`config.mk`:
```
export PLATFORM = sky130hd
export DESIGN_NAME = ctrl_trans_fsm
export DESIGN_NICKNAME = d
export VERILOG_FILES = /design/src/rtl/ctrl_trans_fsm.sv
export SDC_FILE = /design/constraint.sdc
export NUM_CORES = 1
export LEC_CHECK = 0
export CORE_ASPECT_RATIO = 1.4
export CORE_UTILIZATION = 37
export CTS_BUF_LIST = sky130_fd_sc_hd__clkbuf_16
export DETAILED_ROUTE_END_ITERATION = 16
export MAX_ROUTING_LAYER = met4
export PLACE_DENSITY = 0.76
export SYNTH_ARGS = -nofsm -noshare
export SYNTH_HDL_FRONTEND = slang
export SYNTH_SLANG_ARGS = --single-unit
```
`constraint.sdc`:
```
create_clock -name clk -period 1.4 [get_ports clk]
set_input_delay 0.21 -clock clk [delete_from_list [all_inputs] [get_ports clk]]
set_output_delay 0.21 -clock clk [all_outputs]
set_load 0.005 [all_outputs]
```
`src/rtl/ctrl_trans_fsm.sv`:
```
// Transaction-layer control FSM: sequences the arbiter enable and FIFO threshold
// configuration, tracks pending traffic and traps FIFO errors in a sticky state.
module ctrl_trans_fsm #(
  parameter int unsigned AW     = 3,
  parameter int unsigned DEF_AF = 6,
  parameter int unsigned DEF_AE = 1,
  parameter int unsigned CW     = 4
) (
  input  logic          clk,
  input  logic          reset,
  input  logic          init,
  input  logic [AW-1:0] umbral_af_in,
  input  logic [AW-1:0] umbral_ae_in,
  input  logic [7:0]    empty_vec,
  input  logic [7:0]    error_vec,
  output logic [2:0]    state,
  output logic [AW-1:0] umbral_af_out,
  output logic [AW-1:0] umbral_ae_out,
  output logic          arb_en,
  output logic          idle_out,
  output logic          error_out,
  output logic [7:0]    error_src,
  output logic [CW-1:0] err_count
);

  typedef enum logic [2:0] {
    S_RESET  = 3'd0,
    S_INIT   = 3'd1,
    S_IDLE   = 3'd2,
    S_ACTIVE = 3'd3,
    S_ERROR  = 3'd4
  } state_t;

  state_t        state_q, state_d;
  logic [AW-1:0] af_q, ae_q;
  logic          arb_en_q, idle_q, error_q;
  logic [7:0]    src_q;
  logic [CW-1:0] cnt_q;
  logic          any_err, cfg_ok, load_d;

  assign any_err = |error_vec;
  assign cfg_ok  = (umbral_af_in != '0) && (umbral_ae_in < umbral_af_in);

  always_comb begin
    state_d = state_q;
    load_d  = 1'b0;
    case (state_q)
      S_RESET: state_d = S_INIT;
      S_INIT: begin
        if (any_err)     state_d = S_ERROR;
        else if (init)   state_d = S_INIT;
        else if (cfg_ok) begin
          state_d = S_IDLE;
          load_d  = 1'b1;
        end
        else             state_d = S_ERROR;
      end
      S_IDLE: begin
        if (any_err)         state_d = S_ERROR;
        else if (init)       state_d = S_INIT;
        else if (~&empty_vec) state_d = S_ACTIVE;
      end
      S_ACTIVE: begin
        if (any_err)         state_d = S_ERROR;
        else if (init)       state_d = S_INIT;
        else if (&empty_vec) state_d = S_IDLE;
      end
      S_ERROR: state_d = S_ERROR;
      default: state_d = S_RESET;
    endcase
  end

  // Flag outputs decode the next state so they line up with the registered state.
  always_ff @(posedge clk or posedge reset) begin
    if (reset) begin
      state_q  <= S_RESET;
      af_q     <= AW'(DEF_AF);
      ae_q     <= AW'(DEF_AE);
      arb_en_q <= 1'b0;
      idle_q   <= 1'b0;
      error_q  <= 1'b0;
      src_q    <= '0;
      cnt_q    <= '0;
    end else begin
      state_q  <= state_d;
      if (load_d) begin
        af_q <= umbral_af_in;
        ae_q <= umbral_ae_in;
      end
      arb_en_q <= (state_d == S_IDLE) || (state_d == S_ACTIVE);
      idle_q   <= (state_d == S_IDLE);
      error_q  <= (state_d == S_ERROR);
      if (any_err && (state_d == S_ERROR)) src_q <= src_q | error_vec;
      if (any_err && (cnt_q != '1))        cnt_q <= cnt_q + CW'(1);
    end
  end

  assign state         = state_q;
  assign umbral_af_out = af_q;
  assign umbral_ae_out = ae_q;
  assign arb_en        = arb_en_q;
  assign idle_out      = idle_q;
  assign error_out     = error_q;
  assign error_src     = src_q;
  assign err_count     = cnt_q;

endmodule

```
==> implementation parameters, run 1 <==
Parameter                              Value

CTS
  Later-pin clock latency in the skew report    0.26 ns
  Buffer levels on the longest clock path    2
  Count of clock tree sinks    24
  H-tree depth    1
  Cell at the root of the clock tree    sky130_fd_sc_hd__clkbuf_16
  Total clock buffers created by CTS    3
  Register clock-pin slew on the reported worst setup and hold paths    0.06 ns
  Clock tree from TritonCTS    built

Worst setup path
  Critical path destination    umbral_af_out[0]
  Worst reg2reg startpoint    state[1]
  Number of cells on the worst reg-to-reg path    5
  Worst-case register-to-register setup slack    -0.17 ns
  CP Launch Point    umbral_af_in[1]
  Slowest cell delay on critical path    0.39 ns
  CP Capture Type    flip-flop
  Reg2reg end    umbral_af_out[0]
  Worst endpoint required time    1.54 ns
  Worst path cell trace    buf_8, inv_8, ha_4, or3b_4, a211o_1, nor3_4, buf_6, mux2_4
  Slowest library cell on the worst path    sky130_fd_sc_hd__or3b_4
  Critical Path Start Type    primary input
  Data arrival time at the worst-slack endpoint    1.83 ns
  Setup Crit Path Kind    in -> reg
  Worst-path maximum fanout    3

Synth
  Post-synth net total    114
  Cell count after synthesis    86
  Yosys warning count    0
  Synth top area share    48.0%
  Register area share after synthesis    55.2%
  Synthesized area per cell    12.7 sq um
  Ranking of synthesized cells by area    sky130_fd_sc_hd__dfrtp_1 48%, sky130_fd_sc_hd__mux2_4 8.2%, sky130_fd_sc_hd__dfstp_2 7.2%
  Synth cell types    32
  Cell area after technology mapping    1090 sq um
  Flops & latches, synth    24
  Area leader, netlist    sky130_fd_sc_hd__dfrtp_1

Worst hold path
  Class of the tightest hold or removal check    in -> async

Placement
  Placement Cell Area    1810 sq um
  Worst slack, placed    -1.12 ns
  Placer congestion estimate    0.812
  Count of port buffers added during placement    48
  Detailed-placement wirelength estimate    2270 um

Route
  Post-route DRC    0
  Via-to-Cell Ratio    5.12
  First-pass DRT Iterations    4
  Via count    1049
  Post-detailed-route count of antenna-violating nets    0
  Routed length per placed instance    16.0 um
  Total Wirelength    3280 um
  Iteration-0 DRC Markers    23

Finish
  Antenna Diode Count    0
  Area occupied by multi-input gates    533 sq um
  Proportion of layout cells with a drive suffix above 1    38.1%
  Storage cell area    604 sq um
  Net total in the final layout    197
  Final instance area    2010 sq um
  Layout overhead on the synthesized area    83.7%
  Filler cells    208

Floorplanning
  Die width    48.0 um
  Number of rows created at floorplan    23
  Initial core utilization    38.4%
  Core area    2850 sq um
  Ports    49
  Die outline area    3180 sq um
  Die Height    66.4 um

Global route
  Pin count of the biggest net entering global routing    19
  Number of antenna violations at the first check in global routing    0
  Via count of the first global-routing pass    1137
  First-pass GRT wire length    5220 um
  Global router's overall resource usage    24.4%
  Total congestion overflow    0

Pwr
  P_leak    0.000914 uW
  Power per Cell Area    1390 nW/um^2
  Worst ir drop on vdd    1160 uV

Timing
  Slew Viols, Final    0
  Headroom to the max-slew limit    72.8%
  Unrepaired setup endpoints after global routing    yes
  Setup ws final    -0.288 ns
  Setup clock skew after layout    0.00517 ns
  Hold violation count in the final report    0
  Pin slew with the least headroom to its limit    0.407 ns
  Final setup violation count    14
  Fin crit share    121%
  Post-layout min period    1.69 ns
  Upper clock frequency limit    593 MHz

Job
  Max-cap violations    0

Status
  Status    finished with violations
  Violations in the final reports    negative setup slack
==> cell families after synthesis <==
family	synth area share [%]
xor+xnor	0.800
simple gates	14.5
flops	55.2
buf+inv	1.37
mux	10.3
compound gates	14.4
fa+ha+maj	3.43
==> worst min path at each step <==
stage / depth (start not counted) / endpoint / start / slack [ns]
after floorplan: 1 / arb_en / reset / 0.22
after global placement: 1 / error_src[4] / error_src[4] / 0.44
after detailed placement: 1 / error_src[0] / error_src[0] / 0.45
after CTS: 2 / umbral_ae_out[2] / reset / 0.20
after global routing: 2 / umbral_ae_out[1] / reset / 0.22
final: 2 / umbral_ae_out[2] / reset / 0.18
==> placed cells by master, fill, tap and decap left out, drive strengths merged, types with 2 or more instances in the layout <==
cell type and count:
buf 33, clkdlybuf4s50 26, dfrtp 21, dlygate4sd2 14
mux2 8, a21o 6, nor2 5, nand2 5
nor3 5, clkdlybuf4s15 4, clkbuf 4, inv 4
nor2b 3, dfstp 3, ha 3, nor4 2
a21oi 2, o21bai 2, nand4 2, o2111a 2
==> where the power goes <==
part / switching, uW / internal, uW / total [uW] / leakage [uW]
sequential: 65.9 / 801 / 867 / 0.000265
combinational: 513 / 605 / 1120 / 0.000598
clock: 249 / 569 / 818 / 0.0000511
total: 828 / 1970 / 2800 / 0.000914
==> repair_timing <==
action	in CTS	in global routing
hold buffers	0	0
gates resized for setup	44	12
hold endpoints to repair	0	0
pin swaps	8	6
endpoints found under the setup margin	27	22
setup buffers	6	1
==> worst max-delay path, delay by kind of cell <==
kind | cells | cell delay, ns
buffers and inverters | 3 | 0.27
adders and majority gates | 1 | 0.14
AOI/OAI and AO/OA | 1 | 0.34
and+or+nand+nor | 2 | 0.58
muxes | 1 | 0.29
==> cell usage after synthesis <==
library cell	instances
sky130_fd_sc_hd__inv_1	4
sky130_fd_sc_hd__o21ai_0	1
sky130_fd_sc_hd__or3b_1	1
sky130_fd_sc_hd__o21bai_1	2
sky130_fd_sc_hd__dfrtp_1	21
sky130_fd_sc_hd__nor4_2	2
sky130_fd_sc_hd__and2_1	1
sky130_fd_sc_hd__xor2_1	1
sky130_fd_sc_hd__mux2_2	2
sky130_fd_sc_hd__nor2_1	5
sky130_fd_sc_hd__mux2_4	6
sky130_fd_sc_hd__nand4_1	2
sky130_fd_sc_hd__dfstp_2	3
sky130_fd_sc_hd__a311oi_1	1
sky130_fd_sc_hd__o2111a_1	2
sky130_fd_sc_hd__nor3_1	4
sky130_fd_sc_hd__nand3_1	1
sky130_fd_sc_hd__nand2_1	4
sky130_fd_sc_hd__nor2b_1	3
sky130_fd_sc_hd__nand2_2	1
sky130_fd_sc_hd__ha_1	3
sky130_fd_sc_hd__a2111oi_0	1
sky130_fd_sc_hd__nor3_4	1
sky130_fd_sc_hd__a21o_1	5
sky130_fd_sc_hd__a31oi_1	1
sky130_fd_sc_hd__o21a_1	1
sky130_fd_sc_hd__a21oi_1	2
sky130_fd_sc_hd__a211o_1	1
sky130_fd_sc_hd__o21ba_2	1
sky130_fd_sc_hd__nand2b_1	1
sky130_fd_sc_hd__a32oi_1	1
sky130_fd_sc_hd__a21o_2	1
==> through the flow <==
stage	power, uW	std cells	util, %	hold slack (ns)	setup TNS, ns
final	2800	205	70.6	0.184	-2.69
after global routing	2960	205	70.6	0.219	-3.21
after floorplan	1280	86	-	0.222	-4.11
after detailed placement	1860	194	63.7	0.448	-15.18
after global placement	1810	194	63.7	0.443	-14.28
after CTS	2720	204	69.9	0.198	-2.77
==> layer usage <==
metal	routed length [um]	global-route usage [%]	share of wire (%)
met1	1190	24.3	36
met5	0	-	0
met4	65	12.8	2.0
met3	163	4.64	5.0
met2	1860	42.4	57
==> area by class of cell <==
type | instances | share of cell area [%]
repair buffers | 78 | 34.8
flip-flops and latches | 24 | 30.1
multi-input cells | 58 | 26.5
clock buffers | 3 | 3.73
well taps | 37 | 2.30
clock inverters | 1 | 1.49
inverters | 4 | 1.12
==> sequential cells by signal, summed over array words and instances, names as in the netlist <==
name,cells
error_src,8
err_count,4
state,3
umbral_ae_out,3
umbral_af_out,3
arb_en,1
error_out,1
idle_out,1
Note: power is estimated with default switching activity, not from simulation.
==> inputs of run 2 (changes only) <==
--- a/config.mk
+++ b/config.mk
@@ -10,7 +10,8 @@
 export CTS_BUF_LIST = sky130_fd_sc_hd__clkbuf_16
 export DETAILED_ROUTE_END_ITERATION = 16
 export MAX_ROUTING_LAYER = met4
-export PLACE_DENSITY = 0.76
+export PLACE_DENSITY = 0.73
+export RECOVER_POWER = 25
 export SYNTH_ARGS = -nofsm -noshare
 export SYNTH_HDL_FRONTEND = slang
 export SYNTH_SLANG_ARGS = --single-unit
==> implementation parameters, run 2 (synthesis results as in run 1) <==
Parameter                              Value

Placement
  Placer congestion estimate    0.797
  Detailed-placement wirelength estimate    2200 um
  Placement Cell Area    1840 sq um
  Count of port buffers added during placement    48

Floorplanning
  Initial core utilization    38.4%
  Number of rows created at floorplan    23
  Core area    2850 sq um
  Die Height    66.4 um
  Die outline area    3180 sq um
  Die width    48.0 um
  Ports    49

Timing
  Post-layout min period    1.67 ns
  Final setup violation count    14
  Slew Viols, Final    0
  Setup clock skew after layout    0.00406 ns
  Fin crit share    119%
  Hold violation count in the final report    0
  Unrepaired setup endpoints after global routing    yes
  Setup ws final    -0.267 ns
  Pin slew with the least headroom to its limit    0.414 ns
  Upper clock frequency limit    600 MHz
  Min Hold Slack    0.191 ns
  Headroom to the max-slew limit    72.4%

Worst setup path
  Data arrival time at the worst-slack endpoint    1.81 ns
  Worst endpoint required time    1.54 ns
  CP Capture Type    flip-flop
  Critical Path Start Type    primary input
  Setup Crit Path Kind    in -> reg
  Worst-path maximum fanout    3

Global route
  Pin count of the biggest net entering global routing    17
  Number of antenna violations at the first check in global routing    0
  Fraction of met2 tracks used by global routing    36.8%
  Met3 global-route usage    3.01%
  Peak-usage layer in the global routing report    met2
  First-pass GRT wire length    4560 um
  Global routing met1 resource utilization    23.3%
  Global router's overall resource usage    21.4%
  Total congestion overflow    0
  Via count of the first global-routing pass    1028

CTS
  H-tree depth    1
  Clock tree from TritonCTS    built
  Register clock-pin slew on the reported worst setup and hold paths    0.06 ns
  Buffer levels on the longest clock path    2
  Total clock buffers created by CTS    3
  Total of hold buffers inserted after clock tree synthesis    0
  Count of clock tree sinks    24
  Cell at the root of the clock tree    sky130_fd_sc_hd__clkbuf_16
  Later-pin clock latency in the skew report    0.26 ns

Finish
  Final instance area    1980 sq um
  Filler cells    202
  Leading cell type in the layout, fill and taps excluded    sky130_fd_sc_hd__buf_4
  Flip-flop count of the largest register, all copies and words added    8
  Net total in the final layout    198
  Proportion of layout cells with a drive suffix above 1    37.9%
  Layout overhead on the synthesized area    81.0%
  Leading cell types in the layout, fill and taps excluded    26 x sky130_fd_sc_hd__buf_4, 25 x sky130_fd_sc_hd__clkdlybuf4s50_1, 21 x sky130_fd_sc_hd__dfrtp_1
  Antenna Diode Count    0
  Final cell utilization of the core    69.6%

Route
  Routed length per placed instance    14.4 um
  Total Wirelength    2970 um
  Iteration-0 DRC Markers    17
  Via count    1007
  Post-detailed-route count of antenna-violating nets    0
  Via-to-Cell Ratio    4.89
  Post-route DRC    0
  First-pass DRT Iterations    4

Job
  Max-cap violations    0

Status
  Status    finished with violations
  Violations in the final reports    negative setup slack

Pwr
  P_leak    0.000927 uW
  Power per Cell Area    1320 nW/um^2
  Total power of the final layout    2610 uW
  Worst ir drop on vdd    910 uV

Worst hold path
  Class of the tightest hold or removal check    in -> reg
-- run 2: cell type report --
type	instances	area, sq um	area share (%)
Clock buffer	3	75.1	3.79
Multi-Input combinational cell	58	527	26.6
Timing Repair Buffer	79	703	35.5
Inverter	4	22.5	1.14
Tap cell	37	46.3	2.34
Clock inverter	1	3.75	0.189
Sequential cell	24	604	30.5
-- run 2: routing by layer --
layer	vias up	wire, um
met4	0	57
met3	6	124
met5	-	0
met1	484	1190
met2	37	1590
li1	480	-
-- run 2: worst paths after layout --
check | depth (start not counted) | from | slack, ns | endpoint
min in group asynchronous | 2 | reset | 0.35 | umbral_ae_out[1]
setup / recovery | 8 | umbral_af_in[1] | -0.27 | umbral_af_out[0]
hold reg to reg | 1 | error_src[3] | 0.45 | error_src[3]
hold / removal | 2 | umbral_ae_in[1] | 0.19 | umbral_ae_out[1]
max in group asynchronous | 3 | reset | 0.33 | state[1]
setup reg to reg | 5 | state[1] | -0.07 | umbral_af_out[0]
-- run 2: what timing repair did --
item / 4_1_cts / 5_1_grt
pin swaps: 11 / 3
endpoints found under the setup margin: 28 / 22
setup buffers: 6 / 0
gates resized for setup: 43 / 7
-- run 2: where the power goes --
group	switching (uW)	internal [uW]
Combinational	495	629
Sequential	58.1	801
Clock	245	382
Total	799	1810
-- run 2: through the flow --
stage	setup slack (ns)	TNS, ns	std cells
CTS	-0.272	-2.54	206
detailed placement	-1.10	-15.00	196
floorplan	-0.454	-4.11	86
global placement	-1.06	-14.26	196
global route	-0.314	-2.98	206
finish	-0.267	-2.18	206
-- run 2: worst max-delay path: stages --
cell                      delay, ns
sky130_fd_sc_hd__buf_8         0.09
sky130_fd_sc_hd__inv_8         0.03
sky130_fd_sc_hd__ha_4          0.14
sky130_fd_sc_hd__or3b_4        0.38
sky130_fd_sc_hd__a211o_1       0.33
sky130_fd_sc_hd__nor3_4        0.19
sky130_fd_sc_hd__buf_6         0.15
sky130_fd_sc_hd__mux2_4        0.29
==> RTL change 1 (flow settings as in run 1) <==
Set the parameter `AW` to 4 (it was 3).
--- a/src/rtl/ctrl_trans_fsm.sv
+++ b/src/rtl/ctrl_trans_fsm.sv
@@ -1,7 +1,7 @@
 // Transaction-layer control FSM: sequences the arbiter enable and FIFO threshold
 // configuration, tracks pending traffic and traps FIFO errors in a sticky state.
 module ctrl_trans_fsm #(
-  parameter int unsigned AW     = 3,
+  parameter int unsigned AW     = 4,
   parameter int unsigned DEF_AF = 6,
   parameter int unsigned DEF_AE = 1,
   parameter int unsigned CW     = 4
Interface: changed (resized umbral_ae_in, umbral_ae_out, umbral_af_in and umbral_af_out); port bits go from 49 to 53. No check against the original RTL was run, so the function may have changed too.
==> RTL change 1 against run 1 <==
The flow still finishes with violations (negative setup slack); sequential cell count is 2 higher; cell area increased by 9.5%; register-to-register slack better by 0.08 ns; sequential share of layout area shrank 0.34 points; worst setup slack improved by 0.17 ns; clock power rose by 1%; wire length rose by 4.5%; die area up 8.8%; area after synthesis rose by 9.1%; power is 0.82% higher; largest cell class is now multi-input combinational cells.
==> RTL change 1: results (changes against run 1) <==
Setup path:
- The largest delay contributor family on the critical path is buffers and inverters.
- The slowest stage of the critical path is the mux2_4 cell.
- The arrival time reported for the critical path endpoint is 1.66 ns (-0.17 ns).
- The worst stage delay on the critical path is 0.30 ns (-0.09 ns).

Place:
- The instance count after placement with tap cells included is 210 (+8.2%).
- The worst slack at placement came to -0.828 ns (+0.296 ns).
- The routability congestion estimate came to 0.810 (-0.20%).
- The number of port buffers came to 52 (+8.3%).
- The post-detailed-placement cell area is 1960 um2 (+8.1%).

Yosys:
- The post-synthesis mux area share is 9.42% (-0.86 points).
- In the post-synthesis netlist, the biggest area contributors are dfrtp_1, mux2_2, dfstp_2, nor4_4, a21o_1.
- Ranked by instance count, the synthesized netlist is headed by dfrtp_1, mux2_2, nor2_1.
- The adder-cell share of the synthesized area is 4.19% (+0.76 points).
- The post-synthesis cell area is 1190 um2 (+9.1%).
- The post-synthesis sequential area ratio came to 54.8% (-0.44 points).
- The gate count of the mapped netlist is 99 (+15%).
- The compound-gate portion of the synthesized area came to 12.5% (-1.9 points).
- The post-synthesis net count came to 130 (+14%).
- The xor and xnor fraction of the mapped netlist area came to 0.733% (-0.067 points).
- The number of distinct library cell variants in the gate-level netlist after synthesis is 27 (-16%).

GRT:
- The overall routing resource usage is 21.2% (-3.3 points).
- The largest net degree at the start of global routing is 27 (+8).
- The via count of the first global-routing pass was 1215 (+6.9%).

STA:
- The post-layout worst setup margin is -0.119 ns (+0.169 ns).
- The setup TNS after final layout is -0.984 ns (+1.70 ns).
- The actual slew at the worst max-slew pin is 0.470 ns (+0.0631 ns).
- The worst clock skew was 0.00224 ns (-0.00293 ns).
- The final setup violation count is 9 (-5).

Cells and area:
- The multi-input combinational cell area is 693 um2 (+30%).
- The non-clock inverter count in the final layout is 5 (+1).
- The share of the final layout cell area in sequential cells is 29.7% (-0.34 points).
- The share of final layout cell area taken by clock buffers and inverters is 4.77% (-0.45 points).
- The share of layout cells above drive strength 1 came to 41.9% (+3.8 points).
- The area share of buffers outside the clock network came to 30.9% (-3.9 points).
- The count of buffers not belonging to the clock network in the layout was 76 (-2.6%).
- The finished layout cell area came to 2200 um2 (+9.5%).
- The post-layout instance count excluding filler cells came to 218 (+6.3%).
- The layout multi-input combinational cell count was 68 (+17%).
- The antenna diode count is 0 (unchanged).
- The count of fill cells added during filler insertion is 215 (+3.4%).

Route:
- The initial DRC count is 27 (+17%).
- The number of vias per cell after detailed routing came to 5.03 (-1.8%).
- The wire length after detailed routing is 3.43 mm (+4.5%).

Power and ir drop:
- The leakage power was 0.964 nW (+5.5%).
- The maximum resistive drop on vdd is 0.000810 V (-30%).
- The cell-internal power is 0.00202 W (+2.1%).

Status:
- The run finished, with violations left.
- The checks that failed: negative setup slack.

Worst hold path:
- The worst min-delay path class is input port to flip-flop.

Clock network:
- The TritonCTS sink count is 26 (+8.3%).
- After clock tree synthesis, the clock-pin slew on the worst setup and hold paths is 0.07 ns.
## RTL change 1: cells by family (layout without fill, tap and decap cells)
family                   after synthesis  in the layout
AND/OR/NAND/NOR                       30             30
AO/OA/AOI/OAI                         23             23
XOR/XNOR                               1              1
adder cells (fa/ha/maj)                4              4
buffers and inverters                  5             85
multiplexers                          10             10
flip-flops                            26             26
## RTL change 1: routing by layer
layer / vias up / share of wire, % / track usage, %
li1: 520 / - / -
met1: 528 / 42 / 25.8
met2: 44 / 52 / 35.9
met3: 4 / 5.2 / 3.07
met4: 0 / 0.55 / 5.71
met5: - / 0 / -
## RTL change 1: repair_timing
| action | 4_1_cts | 5_1_grt |
|---|---|---|
| pin swaps | 9 | 11 |
| setup endpoints to repair | 33 | 26 |
| resized for setup | 48 | 27 |
| setup buffers | 4 | 2 |
## RTL change 1: power by group through the flow
stage / Combinational [W] / Clock (W) / Sequential (W)
2_1_floorplan: 0.000355 / 0 / 0.000980
3_3_place_gp: 0.000877 / 0 / 0.000934
3_5_place_dp: 0.000904 / 0 / 0.000943
4_1_cts: 0.00102 / 0.000832 / 0.000925
5_1_grt: 0.00115 / 0.000865 / 0.000938
6_report: 0.00107 / 0.000829 / 0.000927
## RTL change 1: final timing paths
check                                     start               end  slack, ns  cells after the start
worst max register to register         state[1]  umbral_af_out[0]      -0.09                      5
worst min register to register     error_src[5]      error_src[5]       0.46                      1
worst max-delay path            umbral_ae_in[3]  umbral_af_out[0]      -0.12                      7
min in group asynchronous                 reset  umbral_af_out[3]       0.30                      3
worst min-delay path               error_vec[4]      error_src[4]       0.20                      2
max in group asynchronous                 reset  umbral_ae_out[0]       0.79                      3
==> RTL change 2 (flow settings as in run 1) <==
Without the edit above. Make the reset (`reset`) synchronous in one clocked block.
--- a/src/rtl/ctrl_trans_fsm.sv
+++ b/src/rtl/ctrl_trans_fsm.sv
@@ -71,7 +71,7 @@
   end
 
   // Flag outputs decode the next state so they line up with the registered state.
-  always_ff @(posedge clk or posedge reset) begin
+  always_ff @(posedge clk) begin
     if (reset) begin
       state_q  <= S_RESET;
       af_q     <= AW'(DEF_AF);
Check against the original RTL: differs if reset is asserted again (counterexample within 4 cycles, from zero or initial values and one cycle with reset high); with reset held inactive, the same outputs for 10 cycles.
==> RTL change 2 against run 1 <==
Sequential share of layout area shrank 5.6 points; critical path type is now flip-flop to output pin; utilization up 0.53 points; sequential cell count unchanged; cell area up 0.75%; hold slack improved by 0.032 ns; fmax rose by 22%; via count rose by 17%; count of clock-buffer cells in the layout unchanged; area after synthesis grew 1.1%; wire length increased by 13%; die area is 1.1% higher; worst setup slack better by 0.31 ns.
Power is not compared: it rests on default switching activity, and its combinational part moved more than twofold at a synthesized area within 25%.
==> RTL change 2: results (changes against run 1) <==
Status:
- The flow ran to the end, and the final reports show no timing, DRC or antenna violations.

Yosys:
- The post-synthesis net count is 150 (+32%).
- The post-synthesis sequential area ratio is 43.4% (-12 points).
- The total number of yosys warnings is 0 (unchanged).
- Ranked by total cell area, the synthesized netlist is headed by dfxtp_1, nor2_1, mux2i_1, a211oi_1, nor3_1.
- The async set-reset flop share out of synthesis is 0% (-100 points).
- The commonest cells after synthesis are dfxtp_1, nor2_1, nor3_1.
- The number of distinct library cell variants in the gate-level netlist after synthesis was 34 (+6.3%).
- The top cell type's share of synthesized area is 43.4% (-4.6 points).

Route:
- The initial DRC count is 16 (-30%).
- The routed metal-1 wirelength was 1.31 mm (+10%).
- The routed length on met2 is 2.05 mm (+10%).
- The detailed-route DRC error count came to 0 (unchanged).
- The number of vias per cell after detailed routing is 5.28 (+3.1%).
- The post-detailed-route wirelength per cell is 15.9 um (-0.35%).
- The routed length on met3 came to 162 um (-0.61%).

Place:
- The detailed placer's ending HPWL is 2.27 mm (-0.13%).
- The routability congestion estimate was 0.730 (-10%).
- The post-detailed-placement cell area is 1770 um2 (-2.7%).
- The number of port buffers is 48 (unchanged).

Setup path:
- The worst setup slack for register-to-register paths is 0.03 ns (+0.20 ns).
- The arrival time reported for the critical path endpoint was 1.17 ns (-0.66 ns).
- The kind of cell with the highest combined delay along the critical path is buffers and inverters.
- The worst stage delay on the critical path is 0.52 ns (+0.13 ns).
- The worst register-to-register path begins at state[0].
- The master of the slowest instance on the critical path is clkdlybuf4s50_1.
- The worst-case reg-to-reg path depth is 4 (-1).
- The destination of the worst register-to-register timing path is error_src[2].

Cells and area:
- The number of flip-flops under the largest register name is 8 (unchanged).
- The number of nets in the finished design was 224 (+14%).
- The share of layout cells above drive strength 1 is 38.5% (+0.37 points).

GRT:
- The largest net degree at the start of global routing is 19 (unchanged).
- The via count of the first global-routing pass is 1225 (+7.7%).
- The overall routing resource usage was 22.6% (-1.8 points).
- The global-route wire length before repair is 5.06 mm (-3.0%).

Clock network:
- The clock buffer count from CTS is 3 (unchanged).
- In this run the clock root is driven by a clkbuf_16.
- The number of buffers between clock root and the deepest sink is 2 (unchanged).

STA:
- The actual slew at the worst max-slew pin is 0.373 ns (-0.0345 ns).
- The worst hold slack was 0.216 ns (+0.0319 ns).
- The worst clock skew came to 0.00221 ns (-0.00296 ns).

Worst hold path:
- The depth of the worst hold-timing path is 3.
- The worst hold path terminates at umbral_ae_out[2].
- The worst min-delay path class is input port to flip-flop.
==> RTL change 2: worst max-delay path by stage <==
stage / from / end / depth (start not counted)
6_report: error_src[6] / error_src[6] / 1
2_1_floorplan: umbral_af_in[1] / umbral_ae_out[0] / 7
3_5_place_dp: umbral_af_in[1] / error_src[1] / 8
5_1_grt: umbral_af_in[1] / error_src[7] / 8
4_1_cts: state[2] / state[2] / 1
3_3_place_gp: umbral_af_in[1] / umbral_af_out[1] / 8
==> RTL change 2: cell families (layout without fill, tap and decap cells) <==
group / Yosys count / count (layout) / share of synthesized area (%)
multiplexers: 7 / 7 / 6.33
flip-flops: 24 / 24 / 43.4
adder cells (fa/ha/maj): 3 / 3 / 3.39
AO/OA/AOI/OAI: 25 / 25 / 16.5
AND/OR/NAND/NOR: 52 / 53 / 25.9
XOR/XNOR: 1 / 1 / 0.791
buffers and inverters: 10 / 82 / 3.73
==> RTL change 2: layout make-up <==
| type | instances | area, um2 |
|---|---|---|
| Fill cell | 200 | 823 |
| Multi-Input combinational cell | 89 | 758 |
| Timing Repair Buffer | 72 | 624 |
| Sequential cell | 24 | 495 |
| Clock buffer | 3 | 75.1 |
| Tap cell | 37 | 46.3 |
| Inverter | 6 | 22.5 |
| Clock inverter | 1 | 3.75 |
==> RTL change 2: power by group <==
part | internal [W] | leakage, nW | switching (W)
Sequential | 0.000740 | 0.200 | 0.0000542
Combinational | 0.000299 | 0.596 | 0.000250
Clock | 0.000382 | 0.0385 | 0.000248
==> RTL change 2: layer usage <==
| layer | global-route usage [%] | up-vias |
|---|---|---|
| li1 | - | 586 |
| met3 | 3.79 | 20 |
| met2 | 40.8 | 51 |
| met4 | 13.2 | 0 |
| met5 | - | - |
| met1 | 20.4 | 567 |
==> RTL change 2: stage by stage <==
stage / std cells / total power [W] / setup WS, ns / util [%]
floorplan: 122 / 0.000950 / 0.0503 / -
global placement: 223 / 0.00119 / -0.511 / 62.0
detailed placement: 223 / 0.00120 / -0.590 / 62.0
CTS: 229 / 0.00191 / 0.00127 / 69.4
global route: 232 / 0.00205 / -0.0642 / 71.1
finish: 232 / 0.00197 / 0.0214 / 71.1
==> RTL change 2: timing repair <==
action | in CTS | in global routing
pin swaps | 11 | 12
setup buffers | 3 | 2
endpoints found under the setup margin | 28 | 27
gates cloned | 0 | 1
hold endpoints to repair | 0 | 0
resized for setup | 50 | 35
